[config.mk]
export PLATFORM = sky130hd
export DESIGN_NAME = nibble_sequencer
export DESIGN_NICKNAME = d
export VERILOG_FILES = /design/src/rtl/nibble_sequencer.sv
export SDC_FILE = /design/constraint.sdc
export NUM_CORES = 1
export LEC_CHECK = 0
export ABC_AREA = 1
export CORE_MARGIN = 2
export CORE_UTILIZATION = 45
export DETAILED_ROUTE_END_ITERATION = 8
export PLACE_DENSITY_LB_ADDON = 0.3
export SLEW_MARGIN = 20
export SYNTH_ARGS = -nofsm -noshare
export SYNTH_HDL_FRONTEND = slang
export SYNTH_SLANG_ARGS = --single-unit
[constraint.sdc]
create_clock -name clock -period 1.71 [get_ports clock]
set_clock_uncertainty 0.05 [all_clocks]
set_input_delay 0.513 -clock clock [delete_from_list [all_inputs] [get_ports clock]]
set_output_delay 0.513 -clock clock [all_outputs]
set_load 0.01 [all_outputs]
[src/rtl/nibble_sequencer.sv]
// rtl/nibble_sequencer.sv - fetch/execute control stage for the 4-bit processor
//
// Fetches instruction bytes from the program ROM, decodes them, drives the
// ALU operand/function inputs and registers the ALU result into the
// accumulator and the carry/zero flags. Also provides a 4-bit input port,
// a 4-bit output port and conditional jumps on the registered flags.
//
// Ports:
//   clock, reset        rising-edge clock, asynchronous active-high reset
//   enable              low freezes all state and forces out_we to 0
//   program_byte        ROM data at address pc ([7:4] opcode, [3:0] operand)
//   pc                  program counter / ROM address
//   alu_a/alu_b/alu_f   ALU operands and function code
//   alu_s/alu_c/alu_z   ALU result, carry/borrow and zero
//   accu, flag_c/flag_z accumulator and registered flags
//   data_in, data_out   input port, output port register
//   out_we              one-cycle strobe after data_out is updated
//   phase, halted       current state encoding, high in HALTED

module nibble_sequencer #(
  parameter int PC_WIDTH = 12
) (
  input  logic                clock,
  input  logic                reset,
  input  logic                enable,
  input  logic [7:0]          program_byte,
  output logic [PC_WIDTH-1:0] pc,
  output logic [3:0]          alu_a,
  output logic [3:0]          alu_b,
  output logic [3:0]          alu_f,
  input  logic [3:0]          alu_s,
  input  logic                alu_c,
  input  logic                alu_z,
  output logic [3:0]          accu,
  output logic                flag_c,
  output logic                flag_z,
  input  logic [3:0]          data_in,
  output logic [3:0]          data_out,
  output logic                out_we,
  output logic [1:0]          phase,
  output logic                halted
);

  typedef enum logic [1:0] {
    FETCH  = 2'd0,
    EXEC   = 2'd1,
    ADDR   = 2'd2,
    HALTED = 2'd3
  } state_t;

  localparam logic [3:0] OP_LIT   = 4'h1;
  localparam logic [3:0] OP_ADDI  = 4'h2;
  localparam logic [3:0] OP_SUBI  = 4'h3;
  localparam logic [3:0] OP_NANDI = 4'h4;
  localparam logic [3:0] OP_CMPI  = 4'h5;
  localparam logic [3:0] OP_IN    = 4'h6;
  localparam logic [3:0] OP_OUT   = 4'h7;
  localparam logic [3:0] OP_JMP   = 4'h8;
  localparam logic [3:0] OP_JC    = 4'h9;
  localparam logic [3:0] OP_JZ    = 4'hA;
  localparam logic [3:0] OP_JNC   = 4'hB;
  localparam logic [3:0] OP_JNZ   = 4'hC;
  localparam logic [3:0] OP_HALT  = 4'hF;

  localparam logic [3:0] F_NONE = 4'b0000;
  localparam logic [3:0] F_SUB  = 4'b0001;
  localparam logic [3:0] F_PASS = 4'b0010;
  localparam logic [3:0] F_ADD  = 4'b0011;
  localparam logic [3:0] F_NAND = 4'b0100;

  state_t              state, state_n;
  logic [7:0]          ir, ir_n;
  logic [PC_WIDTH-1:0] pc_n;
  logic [3:0]          accu_n;
  logic                flag_c_n, flag_z_n;
  logic [3:0]          data_out_n;
  logic                out_we_q, out_we_n;
  logic                take;
  logic [3:0]          opcode, operand;

  assign opcode  = ir[7:4];
  assign operand = ir[3:0];
  assign alu_a   = accu;
  assign phase   = state;
  assign halted  = (state == HALTED);
  // Masked so the strobe drops immediately when enable falls.
  assign out_we  = out_we_q & enable;

  always_comb begin
    state_n    = state;
    pc_n       = pc;
    ir_n       = ir;
    accu_n     = accu;
    flag_c_n   = flag_c;
    flag_z_n   = flag_z;
    data_out_n = data_out;
    out_we_n   = 1'b0;
    alu_f      = F_NONE;
    alu_b      = 4'h0;
    take       = 1'b0;

    unique case (state)
      FETCH: begin
        ir_n    = program_byte;
        pc_n    = pc + PC_WIDTH'(1);
        state_n = EXEC;
      end

      EXEC: begin
        state_n = FETCH;
        case (opcode)
          OP_LIT, OP_ADDI, OP_SUBI, OP_NANDI, OP_IN: begin
            unique case (opcode)
              OP_LIT:  alu_f = F_PASS;
              OP_ADDI: alu_f = F_ADD;
              OP_SUBI: alu_f = F_SUB;
              OP_IN:   alu_f = F_PASS;
              default: alu_f = F_NAND;
            endcase
            alu_b    = (opcode == OP_IN) ? data_in : operand;
            accu_n   = alu_s;
            flag_c_n = alu_c;
            flag_z_n = alu_z;
          end
          OP_CMPI: begin
            alu_f    = F_SUB;
            alu_b    = operand;
            flag_c_n = alu_c;
            flag_z_n = alu_z;
          end
          OP_OUT: begin
            data_out_n = accu;
            out_we_n   = 1'b1;
          end
          OP_JMP, OP_JC, OP_JZ, OP_JNC, OP_JNZ: state_n = ADDR;
          OP_HALT:                              state_n = HALTED;
          default: ;
        endcase
      end

      ADDR: begin
        // Flags here are the registered values left by earlier instructions.
        case (opcode)
          OP_JMP:  take = 1'b1;
          OP_JC:   take = flag_c;
          OP_JZ:   take = flag_z;
          OP_JNC:  take = ~flag_c;
          OP_JNZ:  take = ~flag_z;
          default: take = 1'b0;
        endcase
        // Not taken still consumes the address byte under pc.
        pc_n    = take ? PC_WIDTH'({operand, program_byte}) : pc + PC_WIDTH'(1);
        state_n = FETCH;
      end

      HALTED: ;
    endcase
  end

  always_ff @(posedge clock or posedge reset) begin
    if (reset) begin
      state    <= FETCH;
      pc       <= '0;
      ir       <= 8'h00;
      accu     <= 4'h0;
      flag_c   <= 1'b0;
      flag_z   <= 1'b0;
      data_out <= 4'h0;
      out_we_q <= 1'b0;
    end else if (enable) begin
      state    <= state_n;
      pc       <= pc_n;
      ir       <= ir_n;
      accu     <= accu_n;
      flag_c   <= flag_c_n;
      flag_z   <= flag_z_n;
      data_out <= data_out_n;
      out_we_q <= out_we_n;
    end else begin
      out_we_q <= 1'b0;
    end
  end

endmodule

==> summary.md, run 1 <==
| Metric | Value |
|---|---|
| Io pins | 59 |
| Setup violations, final | 9 |
| Initial antenna violation count | 0 |
| Vias | 2360 |
| Slew Viols, Final | 0 |
| First-pass GRT wire length | 10000 microns |
| Peak supply drop | 0.930 mV |
| Minimum clock period | 2.19 ns |
| Setup WS post-layout | -0.479 ns |
| Starting Density | 0.467 |
| Final Hold Viols | 0 |
| Library cells used by synthesis | 25 |
| Grt ovf | 0 |
| Worst Setup Path Type | reg2out |
| Post-synth top area share | 0.406 |
| DR iter-0 viols | 170 |
| Yosys top cell by area | dfrtp_1 |
| Post-Synthesis Cells | 284 |
| Largest net degree at the start of global routing | 34 |
| Yosys reg bits | 33 |
| CTS H-tree depth | 2 |
| WL per Instance | 15.7 microns |
| Routed Antenna Nets | 0 |
| Die height | 71.2 microns |
| Sequential share of the synthesized area | 0.406 |
| Clock latency on the worst-skew pair | 0.29 ns |
| RSZ-0062 raised after global routing | true |
| Pre-CTS WS | -0.746 ns |
| Clk slew on worst S/H paths | 0.07 ns |
| Reg area | 830 sq um |
| CTS Buf Count | 5 |
| Std-Cell Rows | 24 |
| Number of flops mapped to enable cells by yosys | 0 |
| CP Capture Type | output pin |
| Synth warn | 0 |
| Most frequent cell after synthesis | nand2_1 |
| Synth-to-Final Area Change | 70.1% |
| Main synth FF type | dfrtp_1 |
| Leak pwr | 1.79 nW |
| Worst setup SP type | register |
| Clk sinks | 33 |
| Top cells by count, synth | nand2_1 (94), inv_1 (35), dfrtp_1 (33) |
| Crit Path Max Fanout | 5 |
| Worst hold-check path type | reg2reg |
| Fin crit share | 1.28 |
| Full die area | 5080 sq um |
| Layout net count | 422 |
| CTS tree | yes |
| DRT Pass-1 Iters | 4 |
| Overall power | 5.74 mW |
| Crit path required time | 1.15 ns |
| Post-DP HPWL | 3900 microns |
| Final WL | 7120 microns |
| GPL Wtd Cong | 0.839 |
| Clock buffer depth | 2 |
| Area of the multi-input gates | 1290 sq um |
| Synth Cell Area | 2030 sq um |
| Root Buffer | clkbuf_8 |
| Critical path arrival | 1.63 ns |
| Failing checks | setup timing |
| Status | finished, violations left |
| Post-synth ARST share | 1.00 |
| Max Cap Violations | 0 |
| Achievable frequency | 457 MHz |
| Drt drc | 0 |
| Core area | 4350 sq um |
| Mean Syn Cell Area | 7.16 sq um |
| Power Density | 1660 nW/um^2 |
| Share of cells above drive strength 1 | 0.374 |
| Vias/cell | 5.21 |
| Synthesized Nets | 306 |
| Layout fillers | 273 |
| Hold buffers post-CTS | 0 |
| Number of global-route vias before repair | 2189 |
| Fin Hold WS | 0.435 ns |
| Overall global routing resource usage | 0.247 |
| Top post-synthesis cells by area | dfrtp_1 (41%), nand2_1 (17%), nand3_1 (7.9%) |
| Number of port buffers | 57 |
| Antenna diodes | 0 |
| Chip width | 71.2 microns |
==> registers in the layout, indices dropped and copies added (netlist names) <==
name and count:
flag_z 1, data_out 4, out_we_q 1, pc 12, phase 2, accu 4
ir 8, flag_c 1
==> where the power goes <==
part | internal, mW | switching [mW]
Clock | 0.475 | 0.291
Sequential | 1.07 | 0.249
Combinational | 1.68 | 1.98
==> area by class of cell <==
type	count	area share
Multi-Input combinational cell	203	0.372
Timing Repair Buffer	119	0.294
Sequential cell	33	0.240
Clock inverter	1	0.00868
Inverter	38	0.0419
Clock buffer	7	0.0249
Tap cell	52	0.0188
==> metal layers <==
| layer | global-route usage | vias to the layer above | wire length (microns) |
|---|---|---|---|
| met1 | 0.307 | 1115 | 2700 |
| met4 | 0.0776 | 0 | 310 |
| met3 | 0.0422 | 29 | 382 |
| li1 | - | 1121 | - |
| met2 | 0.437 | 95 | 3720 |
| met5 | 0 | - | 0 |
==> timing repair <==
| item | in CTS | in global routing |
|---|---|---|
| gates cloned | 1 | 1 |
| setup endpoints to repair | 37 | 23 |
| setup buffers | 18 | 5 |
| pin swaps | 9 | 27 |
| resized for setup | 81 | 62 |
==> logic make-up after synthesis <==
group	share of synthesized area
xor gates and xnor gates	0.0387
and+or+nand+nor	0.364
buffers and inverters	0.112
AOI/OAI and AO/OA	0.0713
adders and majority gates	0.00615
DFF	0.406
other	0.00184
==> path summary, 6_finish.rpt <==
check                      depth (start not counted)           to        start  slack [ns]
max                                                9     alu_b[3]        ir[4]       -0.48
min                                                2  data_out[1]  data_out[1]        0.43
max reg2reg                                        9        pc[9]        ir[5]       -0.03
min reg2reg                                        2  data_out[1]  data_out[1]        0.43
max in group asynchronous                          3        ir[5]        reset        0.90
min in group asynchronous                          3      accu[2]        reset        0.51
==> worst max-delay path: stages, from the launching register on <==
cell and delay, ns:
dfrtp_2 0.45, inv_2 0.11, nand2_4 0.07, nor2_4 0.13, buf_6 0.12, nor2_4 0.03, nand3_4 0.10, nand2_2 0.07
a21oi_2 0.12, buf_2 0.14
==> layout by cell type, fill, tap and decap left out, drive strengths merged <==
master,n
nand3,33
nand4,6
ha,1
nor2,22
dfrtp,33
conb,1
a21oi,12
nand2,101
inv,38
dlygate4sd2,29
clkdlybuf4s50,19
clkbuf,8
buf,70
o21ai,17
xor2,4
xnor2,5
bufinv,1
nor3,1
==> per-stage QoR <==
stage | TNS, ns | utilization | instance area, sq um | std cells
global route | -3.88 | 0.795 | 3460 | 453
CTS | -2.73 | 0.726 | 3160 | 447
finish | -3.15 | 0.795 | 3460 | 453
detailed placement | -8.54 | 0.672 | 2930 | 420
global placement | -7.71 | 0.672 | 2930 | 420
floorplan | 0 | - | 2060 | 284
Power figures use the tool's default switching activity.
==> inputs of run 2 (changes only) <==
--- a/config.mk
+++ b/config.mk
@@ -6,8 +6,11 @@
 export NUM_CORES = 1
 export LEC_CHECK = 0
 export ABC_AREA = 1
+export CELL_PAD_IN_SITES_DETAIL_PLACEMENT = 2
+export CELL_PAD_IN_SITES_GLOBAL_PLACEMENT = 2
 export CORE_MARGIN = 2
-export CORE_UTILIZATION = 45
+export CORE_UTILIZATION = 26
+export CTS_CLUSTER_DIAMETER = 50
 export DETAILED_ROUTE_END_ITERATION = 8
 export PLACE_DENSITY_LB_ADDON = 0.3
 export SLEW_MARGIN = 20
==> run 2 against run 1 <==
Effect of this change: the flow still finishes with violations (setup timing); sequential power hardly changed; first-iteration DRC count shrank 59%; clock power is 21% lower; critical path depth unchanged; cell count up 11%; count of clock-buffer cells in the layout fell by 1; hold slack better by 0.011 ns; via count rose by 1.9%; setup slack got worse by 0.095 ns; total power shrank 1.9%; non-clock buffer count rose by 2; highest routed layer unchanged.
==> summary.md, run 2 (synthesized netlist as in run 1, its figures left out) <==
| Metric | Value |
|---|---|
| Full die area | 8550 sq um (+68%) |
| Setup violations, final | 20 (+11) |
| Overall power | 5.63 mW (-1.9%) |
| Share of cells above drive strength 1 | 0.347 (-0.0267) |
| Final setup TNS | -4.73 ns (-1.58 ns) |
| Achievable frequency | 438 MHz (-4.1%) |
| Critical path arrival | 1.72 ns (+0.09 ns) |
| Initial antenna violation count | 0 (unchanged) |
| DRT Pass-1 Iters | 4 (unchanged) |
| Post-DP HPWL | 5530 microns (+42%) |
| Clk sinks | 33 (unchanged) |
| Fin Hold WS | 0.446 ns (+0.0108 ns) |
| CTS tree | yes |
| Synth-to-Final Area Change | 68.9% |
| Number of global-route vias before repair | 2560 (+17%) |
| DP Area | 3020 sq um (+3.1%) |
| Drt drc | 0 (unchanged) |
| Number of port buffers | 57 (unchanged) |
| Power Density | 1640 nW/um^2 (-1.2%) |
| Top flop regs | pc x12, ir x8 |
| Top delay family on crit path | simple AND/OR/NAND/NOR gates |
| Grt ovf | 0 (unchanged) |
| WL per Instance | 18.3 microns (+16%) |
| Minimum clock period | 2.28 ns (+0.0947 ns) |
| GPL Wtd Cong | 0.812 (-3.3%) |
| DR iter-0 viols | 70 (-59%) |
| Crit path cell chain | inv_2, nand2_4, nor2_4, buf_6, nor2_4, nand3_4, nand2_2, a21oi_2, buf_2 |
| Crit Path Max Fanout | 5 (unchanged) |
| CP max stage delay | 0.44 ns (about the same) |
| Root Buffer | clkbuf_8 |
| Vias/cell | 4.76 (-8.6%) |
| Worst hold-check path type | reg2reg |
| Io pins | 59 (unchanged) |
| Antenna diodes | 0 (unchanged) |
| Layout net count | 424 (+0.47%) |
| Crit-path slowest cell | dfrtp_1 |
| Biggest register | pc |
| Overall global routing resource usage | 0.190 (-0.0568) |
| Worst setup SP type | register |
| Worst R2R Path Depth | 10 (+1) |
| Final WL | 9220 microns (+30%) |
| Peak supply drop | 0.471 mV (-49%) |
| Clk slew on worst S/H paths | 0.08 ns (about the same) |
| Crit path required time | 1.15 ns (about the same) |
| Most frequent cells in the layout | nand2_1 (80), buf_4 (50), inv_1 (32) |
| Max FFs per register | 12 (unchanged) |
| Layout fillers | 869 (+220%) |
| Leak pwr | 1.77 nW (-1.5%) |
| Status | finished, violations left |
| Max Cap Violations | 0 (unchanged) |
| Top cell by count, worst path | nor2_4 |
| RR Startpoint | ir[5] |
| Hold Crit Depth | 2 (unchanged) |
| Chip width | 92.5 microns (+30%) |
| Core area | 7650 sq um (+76%) |
| Std-Cell Rows | 32 (+33%) |
| Starting Density | 0.266 (-0.201) |
| RSZ-0062 raised after global routing | true |
| First-pass GRT wire length | 12800 microns (+28%) |
| Levels on crit path | 9 (unchanged) |
| Clock buffer depth | 2 (unchanged) |
| Setup WS post-layout | -0.573 ns (-0.0947 ns) |
| Slew Viols, Final | 0 (unchanged) |
| CTS H-tree depth | 2 (unchanged) |
| Routed Antenna Nets | 0 (unchanged) |
| Hold buffers post-CTS | 0 (unchanged) |
| CP Capture Type | output pin |
| Pre-CTS WS | -0.732 ns (+0.0138 ns) |
| Vias | 2405 (+1.9%) |
| Final Cell Area | 3440 sq um (-0.72%) |
| Fin crit share | 1.34 (+0.0554) |
| CP Launch Point | ir[7] |
| Most common cell after layout, fill and taps aside | nand2_1 |
| Worst Setup Path Type | reg2out |
| Die height | 92.5 microns (+30%) |
| Clock latency on the worst-skew pair | 0.29 ns (about the same) |
| Largest net degree at the start of global routing | 34 (unchanged) |
| CP bufs+invs | 3 (unchanged) |
| Hold_sp | data_out[1] |
| Final Hold Viols | 0 (unchanged) |
| CTS Buf Count | 5 (unchanged) |
| Failing checks | setup timing |
==> run 2: cell types whose count changed in the layout (fill, tap and decap cells not counted), moves of 2 or more <==
cell / delta
nor2_2: +2
o21ai_2: -3
nand3_4: -7
nand2_1: +2
nand2_4: -3
clkinv_2: +2
nor2_4: -2
nand3_1: +6
==> run 2: layout make-up <==
| cell class | count | area [sq um] | area share |
|---|---|---|---|
| Multi-Input combinational cell | 203 | 1180 | 0.345 |
| Timing Repair Buffer | 121 | 1070 | 0.311 |
| Sequential cell | 33 | 830 | 0.241 |
| Inverter | 38 | 143 | 0.0415 |
| Tap cell | 102 | 128 | 0.0371 |
| Clock buffer | 6 | 72.6 | 0.0211 |
| Clock inverter | 2 | 10.0 | 0.00291 |
==> run 2: final timing paths <==
kind	end	slack (ns)
min reg2reg	data_out[1]	0.45
min	data_out[1]	0.45
max in group asynchronous	ir[5]	0.90
max	alu_b[3]	-0.57
min in group asynchronous	pc[3]	0.52
max reg2reg	pc[5]	-0.13
==> run 2: power breakdown <==
| group | switching (mW) | internal [mW] |
|---|---|---|
| clock | 0.325 | 0.283 |
| sequential | 0.239 | 1.07 |
| combinational | 2.01 | 1.71 |
| total | 2.57 | 3.06 |
==> run 2: through the flow <==
step           std cells   util
2_1_floorplan        284      -
3_3_place_gp         472  0.394
3_5_place_dp         472  0.394
4_1_cts              492  0.413
5_1_grt              505  0.449
6_report             505  0.449
==> run 2: timing repair <==
action,4_1_cts,5_1_grt
cloned,1,2
buffers inserted,11,11
pin swaps,4,18
setup endpoints to repair,40,23
gates resized for setup,81,39
==> run 2: per-layer routing <==
metal,part of all wire,GRT usage
met1,0.41,0.224
met2,0.53,0.356
met3,0.039,0.0317
met4,0.023,0.0498
met5,0,0
==> run 2: worst min-delay path: stages, from the launching register on <==
cell and delay [ns]:
dfrtp_1 0.35, nand2_1 0.05, o21ai_0 0.06
==> inputs of run 3 (changes only) <==
--- a/config.mk
+++ b/config.mk
@@ -6,12 +6,14 @@
 export NUM_CORES = 1
 export LEC_CHECK = 0
 export ABC_AREA = 1
+export ABC_CLOCK_PERIOD_IN_PS = 1710
 export CELL_PAD_IN_SITES_DETAIL_PLACEMENT = 2
 export CELL_PAD_IN_SITES_GLOBAL_PLACEMENT = 2
 export CORE_MARGIN = 2
 export CORE_UTILIZATION = 26
 export CTS_CLUSTER_DIAMETER = 50
 export DETAILED_ROUTE_END_ITERATION = 8
+export HOLD_SLACK_MARGIN = 0.08
 export PLACE_DENSITY_LB_ADDON = 0.3
 export SLEW_MARGIN = 20
 export SYNTH_ARGS = -nofsm -noshare
==> results of run 3 <==
The final DEF is identical to that of run 2; final timing and power are the same.
